[config.mk]
export PLATFORM = sky130hd
export DESIGN_NAME = writeback_arb
export DESIGN_NICKNAME = d
export VERILOG_FILES = /design/src/rtl/writeback_arb_pkg.sv /design/src/rtl/writeback_arb_fifo.sv /design/src/rtl/writeback_arb.sv
export SDC_FILE = /design/constraint.sdc
export NUM_CORES = 1
export LEC_CHECK = 0
export ABC_AREA = 1
export BUFFER_PORTS_ARGS = -buffer_cell sky130_fd_sc_hd__buf_2
export CELL_PAD_IN_SITES_DETAIL_PLACEMENT = 1
export CELL_PAD_IN_SITES_GLOBAL_PLACEMENT = 1
export CORE_MARGIN = 5
export CORE_UTILIZATION = 53
export DETAILED_ROUTE_END_ITERATION = 12
export GPL_TIMING_DRIVEN = 0
export MAX_ROUTING_LAYER = met4
export PLACE_DENSITY_LB_ADDON = 0.1
export RECOVER_POWER = 25
export SYNTH_ARGS = -nofsm -noshare
export SYNTH_HDL_FRONTEND = slang
export SYNTH_SLANG_ARGS = --single-unit
export TNS_END_PERCENT = 100
[constraint.sdc]
create_clock -name clk -period 13.3 [get_ports clk]
set_input_delay 3.99 -clock clk [delete_from_list [all_inputs] [get_ports clk]]
set_output_delay 3.99 -clock clk [all_outputs]
set_load 0.01 [all_outputs]
[src/rtl/writeback_arb_pkg.sv]
// Shared definitions for the writeback arbiter.
// Holds the parameter defaults, the writeback entry payload layout, and a
// clog2 helper that never returns zero (so 1-entry selects stay 1 bit wide).
package writeback_arb_pkg;

  localparam int unsigned NUM_CH_DEF    = 4;
  localparam int unsigned ADDR_W_DEF    = 5;
  localparam int unsigned DATA_W_DEF    = 64;
  localparam int unsigned DEPTH_DEF     = 4;
  localparam bit          RR_MODE_DEF   = 1'b1;
  localparam bit          ZERO_DROP_DEF = 1'b1;

  // Writeback payload at the default widths.
  typedef struct packed {
    logic [ADDR_W_DEF-1:0] addr;
    logic [DATA_W_DEF-1:0] data;
  } wb_entry_t;

  // max(1, $clog2(n))
  function automatic int unsigned clog2_min1(input int unsigned n);
    return (n < 2) ? 1 : $clog2(n);
  endfunction

endpackage

[src/rtl/writeback_arb_fifo.sv]
// Per-channel synchronous FIFO for the writeback arbiter.
// Ports:
//   clk, rst_n        clock, async active-low reset (pointers/count only)
//   flush             synchronous empty; overrides push and pop
//   push, wdata       write request (ignored when full)
//   pop               read request (ignored when empty)
//   rdata_c           head entry (combinational)
//   full_c, empty_c   occupancy flags (combinational from registered count)
module writeback_arb_fifo
  import writeback_arb_pkg::*;
#(
  parameter int unsigned DEPTH = 4,
  parameter int unsigned WIDTH = 8
) (
  input  logic             clk,
  input  logic             rst_n,
  input  logic             flush,
  input  logic             push,
  input  logic [WIDTH-1:0] wdata,
  input  logic             pop,
  output logic [WIDTH-1:0] rdata_c,
  output logic             full_c,
  output logic             empty_c
);

  localparam int unsigned PTR_W = clog2_min1(DEPTH);
  localparam int unsigned CNT_W = PTR_W + 1;

  logic [WIDTH-1:0] mem [DEPTH];
  logic [PTR_W-1:0] wr_ptr;
  logic [PTR_W-1:0] rd_ptr;
  logic [CNT_W-1:0] count;
  logic             push_ok;
  logic             pop_ok;

  assign full_c  = (count == CNT_W'(DEPTH));
  assign empty_c = (count == '0);
  assign rdata_c = mem[rd_ptr];

  assign push_ok = push && !full_c && !flush;
  assign pop_ok  = pop && !empty_c && !flush;

  // Storage is deliberately not reset.
  always_ff @(posedge clk) begin
    if (push_ok) begin
      mem[wr_ptr] <= wdata;
    end
  end

  // Pointers wrap naturally since DEPTH is a power of two.
  always_ff @(posedge clk or negedge rst_n) begin
    if (!rst_n) begin
      wr_ptr <= '0;
      rd_ptr <= '0;
      count  <= '0;
    end else if (flush) begin
      wr_ptr <= '0;
      rd_ptr <= '0;
      count  <= '0;
    end else begin
      if (push_ok) begin
        wr_ptr <= wr_ptr + PTR_W'(1);
      end
      if (pop_ok) begin
        rd_ptr <= rd_ptr + PTR_W'(1);
      end
      case ({push_ok, pop_ok})
        2'b10:   count <= count + CNT_W'(1);
        2'b01:   count <= count - CNT_W'(1);
        default: count <= count;
      endcase
    end
  end

endmodule

[src/rtl/writeback_arb.sv]
// Writeback arbiter: NUM_CH input channels, each buffered by a FIFO, merged
// into a single registered writeback output using round-robin or fixed
// priority arbitration.
// Ports:
//   clk, rst_n              clock, async active-low reset
//   in_valid/in_ready       per-channel handshake (ready = FIFO not full)
//   in_addr/in_data         packed per-channel payload
//   wb_valid/wb_ready       output handshake
//   wb_addr/wb_data/wb_ch   output payload and source channel
//   flush                   synchronous discard of every entry
//   busy                    any FIFO non-empty or output valid (combinational)
module writeback_arb
  import writeback_arb_pkg::*;
#(
  parameter int unsigned NUM_CH    = NUM_CH_DEF,
  parameter int unsigned ADDR_W    = ADDR_W_DEF,
  parameter int unsigned DATA_W    = DATA_W_DEF,
  parameter int unsigned DEPTH     = DEPTH_DEF,
  parameter bit          RR_MODE   = RR_MODE_DEF,
  parameter bit          ZERO_DROP = ZERO_DROP_DEF
) (
  input  logic                         clk,
  input  logic                         rst_n,
  input  logic [NUM_CH-1:0]            in_valid,
  output logic [NUM_CH-1:0]            in_ready,
  input  logic [NUM_CH*ADDR_W-1:0]     in_addr,
  input  logic [NUM_CH*DATA_W-1:0]     in_data,
  output logic                         wb_valid,
  input  logic                         wb_ready,
  output logic [ADDR_W-1:0]            wb_addr,
  output logic [DATA_W-1:0]            wb_data,
  output logic [clog2_min1(NUM_CH)-1:0] wb_ch,
  input  logic                         flush,
  output logic                         busy
);

  localparam int unsigned CH_W  = clog2_min1(NUM_CH);
  localparam int unsigned ENT_W = ADDR_W + DATA_W;

  // Same layout as wb_entry_t, sized by this instance's parameters.
  typedef struct packed {
    logic [ADDR_W-1:0] addr;
    logic [DATA_W-1:0] data;
  } entry_t;

  logic [NUM_CH-1:0] fifo_full;
  logic [NUM_CH-1:0] fifo_empty;
  logic [NUM_CH-1:0] push;
  logic [NUM_CH-1:0] pop;
  entry_t            head [NUM_CH];

  logic              load_c;
  logic              grant_valid_c;
  logic [CH_W-1:0]   grant_c;
  int unsigned       base;

  logic [CH_W-1:0]   rr_ptr;
  logic [CH_W-1:0]   rr_ptr_n;
  logic              wb_valid_n;
  logic [ADDR_W-1:0] wb_addr_n;
  logic [DATA_W-1:0] wb_data_n;
  logic [CH_W-1:0]   wb_ch_n;

  // (b + k) mod NUM_CH for b < NUM_CH, k <= NUM_CH
  function automatic logic [CH_W-1:0] wrap_ch(input int unsigned b, input int unsigned k);
    int unsigned s;
    s = b + k;
    if (s >= NUM_CH) begin
      s = s - NUM_CH;
    end
    return CH_W'(s);
  endfunction

  // Per-channel FIFOs; zero-address entries are accepted but never stored.
  for (genvar g = 0; g < int'(NUM_CH); g++) begin : g_ch
    entry_t wdata;
    logic   drop;

    assign wdata   = '{addr: in_addr[g*ADDR_W +: ADDR_W], data: in_data[g*DATA_W +: DATA_W]};
    assign drop    = ZERO_DROP && (in_addr[g*ADDR_W +: ADDR_W] == '0);
    assign push[g] = in_valid[g] && !fifo_full[g] && !drop;

    writeback_arb_fifo #(
      .DEPTH (DEPTH),
      .WIDTH (ENT_W)
    ) u_fifo (
      .clk     (clk),
      .rst_n   (rst_n),
      .flush   (flush),
      .push    (push[g]),
      .wdata   (wdata),
      .pop     (pop[g]),
      .rdata_c (head[g]),
      .full_c  (fifo_full[g]),
      .empty_c (fifo_empty[g])
    );
  end

  assign in_ready = ~fifo_full;
  assign busy     = (|(~fifo_empty)) || wb_valid;
  assign load_c   = !wb_valid || wb_ready;

  // Arbiter: first non-empty FIFO scanning upward from the start channel.
  always_comb begin
    grant_valid_c = 1'b0;
    grant_c       = '0;
    base          = RR_MODE ? 32'(rr_ptr) : 32'd0;
    for (int unsigned k = 0; k < NUM_CH; k++) begin
      if (!grant_valid_c && !fifo_empty[wrap_ch(base, k)]) begin
        grant_valid_c = 1'b1;
        grant_c       = wrap_ch(base, k);
      end
    end
  end

  // Pop only the winner, and only when the output stage takes it.
  always_comb begin
    pop = '0;
    if (load_c && grant_valid_c && !flush) begin
      pop[grant_c] = 1'b1;
    end
  end

  // Output stage and round-robin pointer next state; flush wins over a load.
  always_comb begin
    wb_valid_n = wb_valid;
    wb_addr_n  = wb_addr;
    wb_data_n  = wb_data;
    wb_ch_n    = wb_ch;
    rr_ptr_n   = rr_ptr;
    if (flush) begin
      wb_valid_n = 1'b0;
    end else if (load_c) begin
      wb_valid_n = grant_valid_c;
      if (grant_valid_c) begin
        wb_addr_n = head[grant_c].addr;
        wb_data_n = head[grant_c].data;
        wb_ch_n   = grant_c;
        rr_ptr_n  = wrap_ch(32'(grant_c), 1);
      end
    end
  end

  always_ff @(posedge clk or negedge rst_n) begin
    if (!rst_n) begin
      wb_valid <= 1'b0;
      wb_addr  <= '0;
      wb_data  <= '0;
      wb_ch    <= '0;
      rr_ptr   <= '0;
    end else begin
      wb_valid <= wb_valid_n;
      wb_addr  <= wb_addr_n;
      wb_data  <= wb_data_n;
      wb_ch    <= wb_ch_n;
      rr_ptr   <= rr_ptr_n;
    end
  end

endmodule
Word-level counts from Yosys, hierarchy flattened
Memories as Yosys holds them, arrays and structs flattened.
Cells that the tools add are included.
{"block": "totals", "elab_cells": 209, "reg_bits": 102, "mem_bits_rw": 1104, "memories": 4}
{"block": "classes", "n_bitwise": 4, "magnitude_cmp": 12, "mux": 61, "reduce_logical": 74, "addsub": 25, "n_eq_ne": 12}
{"memory": "g_ch[0].u_fifo.mem", "depth": 4, "word_bits": 69, "read_ports": 1, "rd_clocked_by_memory_dff": 0, "write_ports": 1, "line": "writeback_arb_fifo.sv:29", "source": "logic [WIDTH-1:0] mem [DEPTH];"}
{"memory": "g_ch[1].u_fifo.mem", "depth": 4, "word_bits": 69, "read_ports": 1, "rd_clocked_by_memory_dff": 0, "write_ports": 1, "line": "writeback_arb_fifo.sv:29"}
{"memory": "g_ch[2].u_fifo.mem", "depth": 4, "word_bits": 69, "read_ports": 1, "rd_clocked_by_memory_dff": 0, "write_ports": 1, "line": "writeback_arb_fifo.sv:29"}
{"memory": "g_ch[3].u_fifo.mem", "depth": 4, "word_bits": 69, "read_ports": 1, "rd_clocked_by_memory_dff": 0, "write_ports": 1, "line": "writeback_arb_fifo.sv:29"}
{"operator": "$bmux 69 s2", "n": 1}
{"operator": "$mux 69", "n": 2}
{"operator": "$mux 2", "n": 25}
{"operator": "$logic_and 1x1->1", "n": 30}
{"operator": "$pmux 3 s2", "n": 4}
{"operator": "$logic_not 5->1", "n": 4}
{"operator": "$logic_not 1->1", "n": 19}
{"operator": "$mux 1", "n": 19}
{"operator": "$reduce_bool 2->1", "n": 9}
{"operator": "$add 2x1->2 const B", "n": 8}
{"operator": "$ge 3x3->1 const B", "n": 5}
{"operator": "$lt 2x3->1 const B", "n": 5}
{"operator": "$add 3x1->3 const B", "n": 4}
{"operator": "$eq 3x3->1 const B", "n": 4}
{"operator": "$logic_not 3->1", "n": 4}
{"operator": "$mux 3", "n": 4}
{"operator": "$reduce_bool 3->1", "n": 4}
{"operator": "$sub 3x1->3 const B", "n": 4}
{"operator": "$sub 2x1->2 const B", "n": 5}
{"operator": "$bmux 1 s2", "n": 4}
{"operator": "$eq 2x1->1 const B", "n": 4}
{"operator": "$eq 2x2->1 const B", "n": 4}
{"operator": "$not 4->4", "n": 2}
{"operator": "$add 2x1->3 const B", "n": 2}
{"operator": "10 further kinds", "n": 12}

Longest topological paths before layout
Gate-level depths: netlist of the first run.
{"block": "depth", "word_depth": 24, "mapped_depth": 22}

Modules after synthesis
A second synthesis of the first run with hierarchy kept.
{"block": "hier_totals", "cells_unflattened": 4149, "area_unflattened_um2": 50016.7}
{"mod": "writeback_arb_fifo (g_ch[1].u_fifo ...)", "cells_each": 732, "instances": 3, "seq_area_each_um2": 8463.1, "area_per_inst_um2": 10697.8}
{"mod": "writeback_arb_fifo (g_ch[0].u_fifo)", "cells_each": 732, "instances": 1, "seq_area_each_um2": 8463.1, "area_per_inst_um2": 11194.5}
{"mod": "writeback_arb", "cells_each": 1221, "instances": 1, "seq_area_each_um2": 1851.8, "area_per_inst_um2": 6729.0}

Worst setup path after synthesis of the first run
OpenSTA, ideal clock, no wires.
{"block": "synth_path", "path_type": "in2reg", "startpoint": "input flush", "endpoint": "memory g_ch[0].u_fifo.mem[0][0] (netlist name), enable pin", "path_stages": 5, "t_required_ps": 12803, "setup_ps": 497, "arrival_ps": 7440, "slack_ps": 5364, "cell_sequence": "clkbuf_1 inv_1 buf_2 nand2_1 nor2_1"}
{"block": "synth_between", "elab_chain_len": 4}
{"item": "from (decl)", "line": "writeback_arb.sv:33", "source": "input logic flush,"}
{"item": "$logic_not 1->1", "line": "writeback_arb_fifo.sv:40", "source": "assign push_ok = push && !full_c && !flush;"}
{"item": "$logic_and 1x1->1", "line": "writeback_arb_fifo.sv:40"}
{"item": "$mux 1", "line": "writeback_arb_fifo.sv:45", "source": "if (push_ok) begin"}
{"item": "$mux 1 (not written as such)", "line": "writeback_arb_fifo.sv:46", "source": "mem[wr_ptr] <= wdata;"}
{"item": "to (decl)", "line": "writeback_arb_fifo.sv:29"}
No other way between the ends.

Worst setup path after layout of the first run
{"block": "layout_path", "startpoint": "input flush", "endpoint": "register g_ch[1].u_fifo.count[2]"}
{"block": "layout_between", "elab_chain_len": 8}
{"item": "$logic_not 1->1", "line": "writeback_arb_fifo.sv:40, writeback_arb_fifo.sv:41, writeback_arb.sv:119"}
{"item": "$logic_and 1x1->1", "line": "writeback_arb.sv:119", "source": "if (load_c && grant_valid_c && !flush) begin"}
{"item": "$mux 4", "line": "writeback_arb.sv:119"}
{"item": "$logic_and 1x1->1 (2 in a row)", "line": "writeback_arb_fifo.sv:41", "source": "assign pop_ok = pop && !empty_c && !flush;"}
{"item": "$eq 2x1->1 or $eq 2x2->1 (tied branches)", "line": "writeback_arb_fifo.sv:67", "source": "case ({push_ok, pop_ok})"}
{"item": "$pmux 3 s2", "line": "writeback_arb_fifo.sv:67"}
{"item": "$mux 3", "line": "writeback_arb_fifo.sv:56", "source": "end else if (flush) begin"}
{"item": "to (signal assigned)", "line": "writeback_arb_fifo.sv:68", "source": "2'b10: count <= count + CNT_W'(1);"}
{"item": "to (signal assigned)", "line": "writeback_arb_fifo.sv:69", "source": "2'b01: count <= count - CNT_W'(1);"}
{"item": "to (signal assigned)", "line": "writeback_arb_fifo.sv:70", "source": "default: count <= count;"}
{"item": "to (decl)", "line": "writeback_arb_fifo.sv:32", "source": "logic [CNT_W-1:0] count;"}
Several ways; a longest one is shown, not always the timed one.
A chain may end at the register's enable or synchronous reset.

==> flow_metrics.tcl, run 1 <==
set metrics [dict create \
    outcome "finished clean" \
    synth_edf_count 1104 \
    synth_top_area_cell "edfxtp_1" \
    fmax_mhz 156.8 \
    power.density_mw_per_mm2 218.2 \
    gp_congestion 0.8522 \
    crit_family "simple AND/OR/NAND/NOR gates" \
    grt_pass1_vias 35380 \
    cts_resized 0 \
    path_buf_inv 4 \
    hold_depth 2 \
    p_clk_share_pct 29.7 \
    via_per_inst 6.052 \
    post_dp_cell_area_sq_mm 0.05175 \
    grt_usage_pct 32.91 \
    numPortBuffers 359 \
    synth.top_cells.by_area "edfxtp_1, nor2_1, dfrtp_1" \
    fill_cells 8986 \
    crit_path_end_kind "register" \
    clkTransAtPathRegs_ps 60 \
    p_switching_uw 4547 \
    worst-path-stages 14 \
    ys_seq_elements 1206 \
    drt_iter0_drc 3276 \
    seq_area_sq_mm 0.03570 \
    clock-sinks 1206 \
    die_w_um 309.8 \
    core-area_sq_mm 0.08960 \
    place_worst_setup_slack_ps 6226 \
    pin_count 361 \
    root_buffer "clkbuf_16" \
    worst_hold_slack_ps 525.1 \
    worst_slew_pin_slew_ps 1449 \
    hpwl_mm 107.1 \
    start_util_pct 53.15 \
    synth_cell_type_count 36 \
    finalSetupViolCount 0 \
    postCtsHoldBufs 0 \
    synth_ff_type "edfxtp_1" \
    synth_top_area_share_pct 69.61 \
    min_period_ps 6376 \
    drc_errors 0 \
    drt_wl_total_mm 157.3 \
    wl_per_cell_um 28.03 \
    power.combinational.fraction_pct 32.2 \
    syn_avg_cell_area_sq_um 12.65 \
    cts_inserted_buffers 131 \
    relSlewSlack_pct 3.389 \
    worstPathCellList "clkbuf_1 > inv_1 > nand3_2 > inv_2 > nand4_2 > nor2_1 > nand2_1 > inv_1 > fa_1 > xnor2_1 > nand3_1 > nand2_1 > nand3_1 > nand2_1" \
    r2r_cells 16 \
    die_y_um 309.8 \
    p_seq_share_pct 38.1 \
    crit_fanout 10 \
    cp-start-kind "input port" \
    nets 4597 \
    clkLatencyLatePin_ps 740 \
    hold_path.class "reg2reg" \
    htree_num_levels 4 \
    area_growth_pct 17.34 \
    synth-async-reset-ratio_pct 8.458 \
    grt_max_degree 85 \
    crit_top_cell "nand2_1" \
    ys_seq_area_share_pct 74.97 \
    grt-ovfl-total 0 \
    antenna_found_initial 44 \
    p_int_uw 7644 \
    p_sw_share_pct 37.30 \
    slowest_stage "nand3_2" \
    max_stage_delay_ps 450 \
    yosys_warnings 0 \
    path_class "in2reg" \
    dieArea_sq_mm 0.09595 \
    syn-num-nets 4069 \
    grt_pass1_wl_mm 225.1 \
    num_vias 33970 \
    detail-route-antenna-nets 0 \
    cts_tree "done" \
    hold_viol 0 \
    drt_pre_antenna_iters 5 \
    fin_skew_ps 27.22 \
    ir_drop_uv 151.6 \
    required_ps 13970 \
    cp.arrival_ps 7040 \
    fin_crit_sh_pct 47.94 \
    power.leakage_uw 0.01963 \
    final_cell_area_sq_mm 0.05588 \
    yosysMostFrequentCell "edfxtp_1" \
    worst_slack_ps 6924 \
    post_cts_buffers 0 \
    syn_inst 3765 \
    clock_path_buffers 3 \
    multi_input_area_sq_mm 0.01082 \
    synth_area_sq_mm 0.04762 \
    final_layout_size_suffix_gt1_share_pct 10.95 \
    maxSlewViolCount 0 \
    utilization_pct 62.37 \
    setup_tns_ps 0 \
    maxCapViolCount 0 \
    fp-row-count 110 \
    rsz0062_at_grt "no" \
    synthTopCellsByCount "edfxtp_1, nor2_1, o21ai_0" \
]
-- cells by family after synthesis --
logic type | share of synthesized area, %
XOR/XNOR | 0.07356
AO/OA/AOI/OAI | 11.05
buffers and inverters | 2.562
AND/OR/NAND/NOR | 10.75
flip-flops | 74.97
adder cells (fa/ha/maj) | 0.5885
-- tightest hold or removal path, cell delays in order, from the launching register on --
cell and delay (ps):
dfrtp_1 340, nor2_1 50, a21oi_1 100
-- per-layer routing --
layer,GRT usage [%],part of all wire (%),vias up
met5,-,0,-
met4,12.70,3.5,0
met3,6.840,8.4,303
met2,53.89,50,1576
met1,40.86,38,17280
li1,-,-,14810
-- final cells by class --
type | count | share of cell area (%)
Antenna cell | 43 | 0.1926
Inverter | 64 | 0.4344
Clock buffer | 177 | 6.585
Sequential cell | 1206 | 63.89
Buffer | 242 | 1.749
Multi-Input combinational cell | 2253 | 19.36
Timing Repair Buffer | 395 | 4.147
Tap cell | 1176 | 2.633
Clock inverter | 57 | 1.008
-- power by group through the flow --
stage / logic [uW] / clock network (uW) / registers, uW
floorplan: 2060 / 0 / 4710
global placement: 3700 / 0 / 4730
detailed placement: 3860 / 0 / 4710
CTS: 3920 / 3650 / 4640
global route: 4180 / 3840 / 4660
finish: 3930 / 3620 / 4650
-- sequential cells by signal, indices dropped and copies added, names as in the netlist --
| register | flops |
|---|---|
| wb_ch | 2 |
| g_ch.u_fifo.mem | 1104 |
| wb_data | 64 |
| wb_addr | 5 |
| wb_valid | 1 |
| g_ch.u_fifo.wr_ptr | 8 |
| g_ch.u_fifo.rd_ptr | 8 |
| g_ch.u_fifo.count | 12 |
| rr_ptr | 2 |
-- metrics by stage --
stage | power [uW] | instances
6_report | 12190 | 5613
5_1_grt | 12670 | 5608
4_1_cts | 12200 | 5570
3_5_place_dp | 8567 | 5336
3_3_place_gp | 8428 | 5300
2_1_floorplan | 6775 | 3765
-- cell usage in the layout, fill, tap and decap left out, types with 5 or more instances in the layout --
master and instances:
nand3_1 97, o21ai_1 13, nor2_4 18, bufinv_16 11, buf_1 15, a21oi_1 147
nand4_1 6, clkbuf_1 394, o21ai_0 488, nor2_1 718, clkbuf_16 138, inv_1 57
dfrtp_1 102, nand2_1 437, nor3_1 7, o22ai_1 207, ha_1 16, diode_2 43
a32o_1 69, edfxtp_1 1104, nand3_2 5, clkbuf_8 8, inv_2 5, clkinv_1 22
buf_2 218, clkinv_2 19, buf_12 34
-- path summary, 6_finish.rpt --
kind | start | endpoint | slack [ps]
setup / recovery | flush | g_ch[1].u_fifo.count[2] | 6920
hold / removal | wb_data[63] | wb_data[63] | 530
setup reg to reg | g_ch[0].u_fifo.count[0] | g_ch[1].u_fifo.count[2] | 9800
hold reg to reg | wb_data[63] | wb_data[63] | 530
max in group asynchronous | rst_n | g_ch[1].u_fifo.rd_ptr[1] | 8530
min in group asynchronous | rst_n | wb_data[5] | 3580
Note: power is estimated with default switching activity, not from simulation.
==> run 2: changes to the inputs <==
--- a/config.mk
+++ b/config.mk
@@ -10,7 +10,7 @@
 export CELL_PAD_IN_SITES_DETAIL_PLACEMENT = 1
 export CELL_PAD_IN_SITES_GLOBAL_PLACEMENT = 1
 export CORE_MARGIN = 5
-export CORE_UTILIZATION = 53
+export CORE_UTILIZATION = 44
 export DETAILED_ROUTE_END_ITERATION = 12
 export GPL_TIMING_DRIVEN = 0
 export MAX_ROUTING_LAYER = met4
==> constraint.sdc (replaced) <==
create_clock -name clk -period 5.5 [get_ports clk]
set_input_delay 1.65 -clock clk [delete_from_list [all_inputs] [get_ports clk]]
set_output_delay 1.65 -clock clk [all_outputs]
set_load 0.01 [all_outputs]
==> run 2 against run 1 <==
Hold slack worse by 5.3 ps. Combinational power rose by 140%. Sequential power up 140%. Total power increased by 140%. First-iteration DRC count shrank 22%. Via count decreased by 2.8%. Core utilization is 10 points lower. Sequential share of layout area decreased by 0.43 points. Wire length fell by 1.5%. Register-to-register slack got worse by 7800 ps. Sequential cell count unchanged. Largest cell class unchanged.
==> flow_metrics.tcl, run 2 (synthesized netlist as in run 1, its figures left out) <==
set metrics [dict create \
    outcome "finished clean" \
    post_cts_buffers 0 \
    area_growth_pct 18.15 \
    antenna_found_initial 53 \
    reg.largest.list "g_ch.u_fifo.mem x1104, wb_data x64, g_ch.u_fifo.count x12" \
    layout_common_cells "edfxtp_1, nor2_1, o21ai_0, nand2_1, clkbuf_1" \
    ir_drop_uv 273.4 \
    grt_pass1_wl_mm 223.9 \
    grt_max_degree 55 \
    fin_skew_ps 26.04 \
    drt_pre_antenna_iters 7 \
    cp.arrival_ps 4680 \
    post_dp_cell_area_sq_mm 0.05213 \
    fp-row-count 120 \
    clkLatencyLatePin_ps 750 \
    dieArea_sq_mm 0.1149 \
    maxCapViolCount 0 \
    root_buffer "clkbuf_16" \
    power.leakage_uw 0.01966 \
    grt_usage_pct 27.12 \
    hpwl_mm 108.3 \
    maxSlewViolCount 0 \
    crit_path_end_kind "register" \
    hold_path.class "reg2reg" \
    worst_slew_pin_slew_ps 971.8 \
    crit_fanout 10 \
    path_class "in2reg" \
    clock_path_buffers 3 \
    cts_resized 0 \
    relSlewSlack_pct 35.06 \
    wl_per_cell_um 26.51 \
    multi_input_area_sq_mm 0.01082 \
    num_vias 33010 \
    final_layout_size_suffix_gt1_share_pct 10.92 \
    clkTransAtPathRegs_ps 60 \
    clock-sinks 1206 \
    cp-start-kind "input port" \
    numPortBuffers 359 \
    setup_tns_ps 0 \
    start_util_pct 44.36 \
    die_w_um 339.0 \
    detail-route-antenna-nets 0 \
    min_period_ps 4042 \
    finalSetupViolCount 0 \
    htree_num_levels 4 \
    grt_pass1_vias 34120 \
    drc_errors 0 \
    die_y_um 339.0 \
    cts_tree "done" \
    hold_viol 0 \
    seq_area_sq_mm 0.03570 \
    grt-ovfl-total 0 \
    gp_congestion 0.8246 \
    fin_crit_sh_pct 73.48 \
    drt_wl_total_mm 155.0 \
    layout_commonest_cell "edfxtp_1" \
    core-area_sq_mm 0.1074 \
    fill_cells 11060 \
    pin_count 361 \
    cts_inserted_buffers 135 \
    final_cell_area_sq_mm 0.05627 \
    via_per_inst 5.645 \
    drt_iter0_drc 2563 \
    required_ps 6140 \
    rsz0062_at_grt "no" \
    nets 4603 \
    largest_reg_flops 1104 \
    power.density_mw_per_mm2 521.9 \
    top_register "g_ch.u_fifo.mem" \
    fmax_mhz 247.4 \
    postCtsHoldBufs 0 \
]
-- run 2: changes by cell type in the layout (fill, tap and decap cells not counted), sizes merged --
cell / change
bufinv: -3
inv: -2
clkbuf: +1
clkinv: +12
clkinvlp: +2
diode: -3
-- run 2: layout make-up --
class                      count  area share [%]
sequential                  1206           63.46
clock inverter                66          0.9073
buffer                       242           1.737
clock buffer                 176           6.651
antenna                       40          0.1779
multi-input combinational   2253           19.23
inverter                      64          0.4314
tap                         1403           3.120
timing repair buffer         397           4.290
-- run 2: layer usage --
layer	vias up	GRT usage (%)	share of wire [%]
li1	14850	-	-
met1	16890	35.26	42
met2	1038	42.07	48
met3	231	6.641	7.7
met4	0	9.371	3.0
met5	-	-	0
-- run 2: path summary, 6_finish.rpt --
check                                                 to  depth (start not counted)  slack, ps                    start
worst max register to register   g_ch[1].u_fifo.count[2]                         17       2050  g_ch[0].u_fifo.count[0]
worst max-delay path             g_ch[1].u_fifo.count[2]                         15       1460                    flush
max in group asynchronous                     wb_data[7]                          2       3850                    rst_n
min in group asynchronous       g_ch[0].u_fifo.rd_ptr[0]                          1        880                    rst_n
worst min register to register               wb_data[27]                          2        520              wb_data[27]
worst min-delay path                         wb_data[27]                          2        520              wb_data[27]
-- run 2: critical path, cell delays in order --
cell and delay, ps:
clkbuf_1 330, inv_1 190, nand3_2 460, inv_2 290
nand4_2 470, nor2_1 390, nand2_1 160, inv_1 100
fa_1 180, xnor2_1 150, inv_1 70, nand2_1 60
nand2_1 50, nand3_1 60, nand2_1 70
-- run 2: power breakdown --
| part | internal (uW) | switching, uW |
|---|---|---|
| sequential | 10800 | 414 |
| clock | 5150 | 3600 |
| combinational | 2510 | 6900 |
-- run 2: per-stage QoR --
stage / total power, uW / hold WS [ps] / util [%] / std cells / setup WS (ps)
2_1_floorplan: 16380 / 509.3 / - / 3765 / -96.28
3_3_place_gp: 20730 / 503.5 / 47.67 / 5527 / -3410
3_5_place_dp: 20920 / 511.6 / 48.56 / 5565 / 718.8
4_1_cts: 29690 / 524.0 / 52.52 / 5807 / 1519
5_1_grt: 30830 / 549.0 / 52.40 / 5841 / 1229
6_report: 29360 / 519.8 / 52.41 / 5847 / 1458
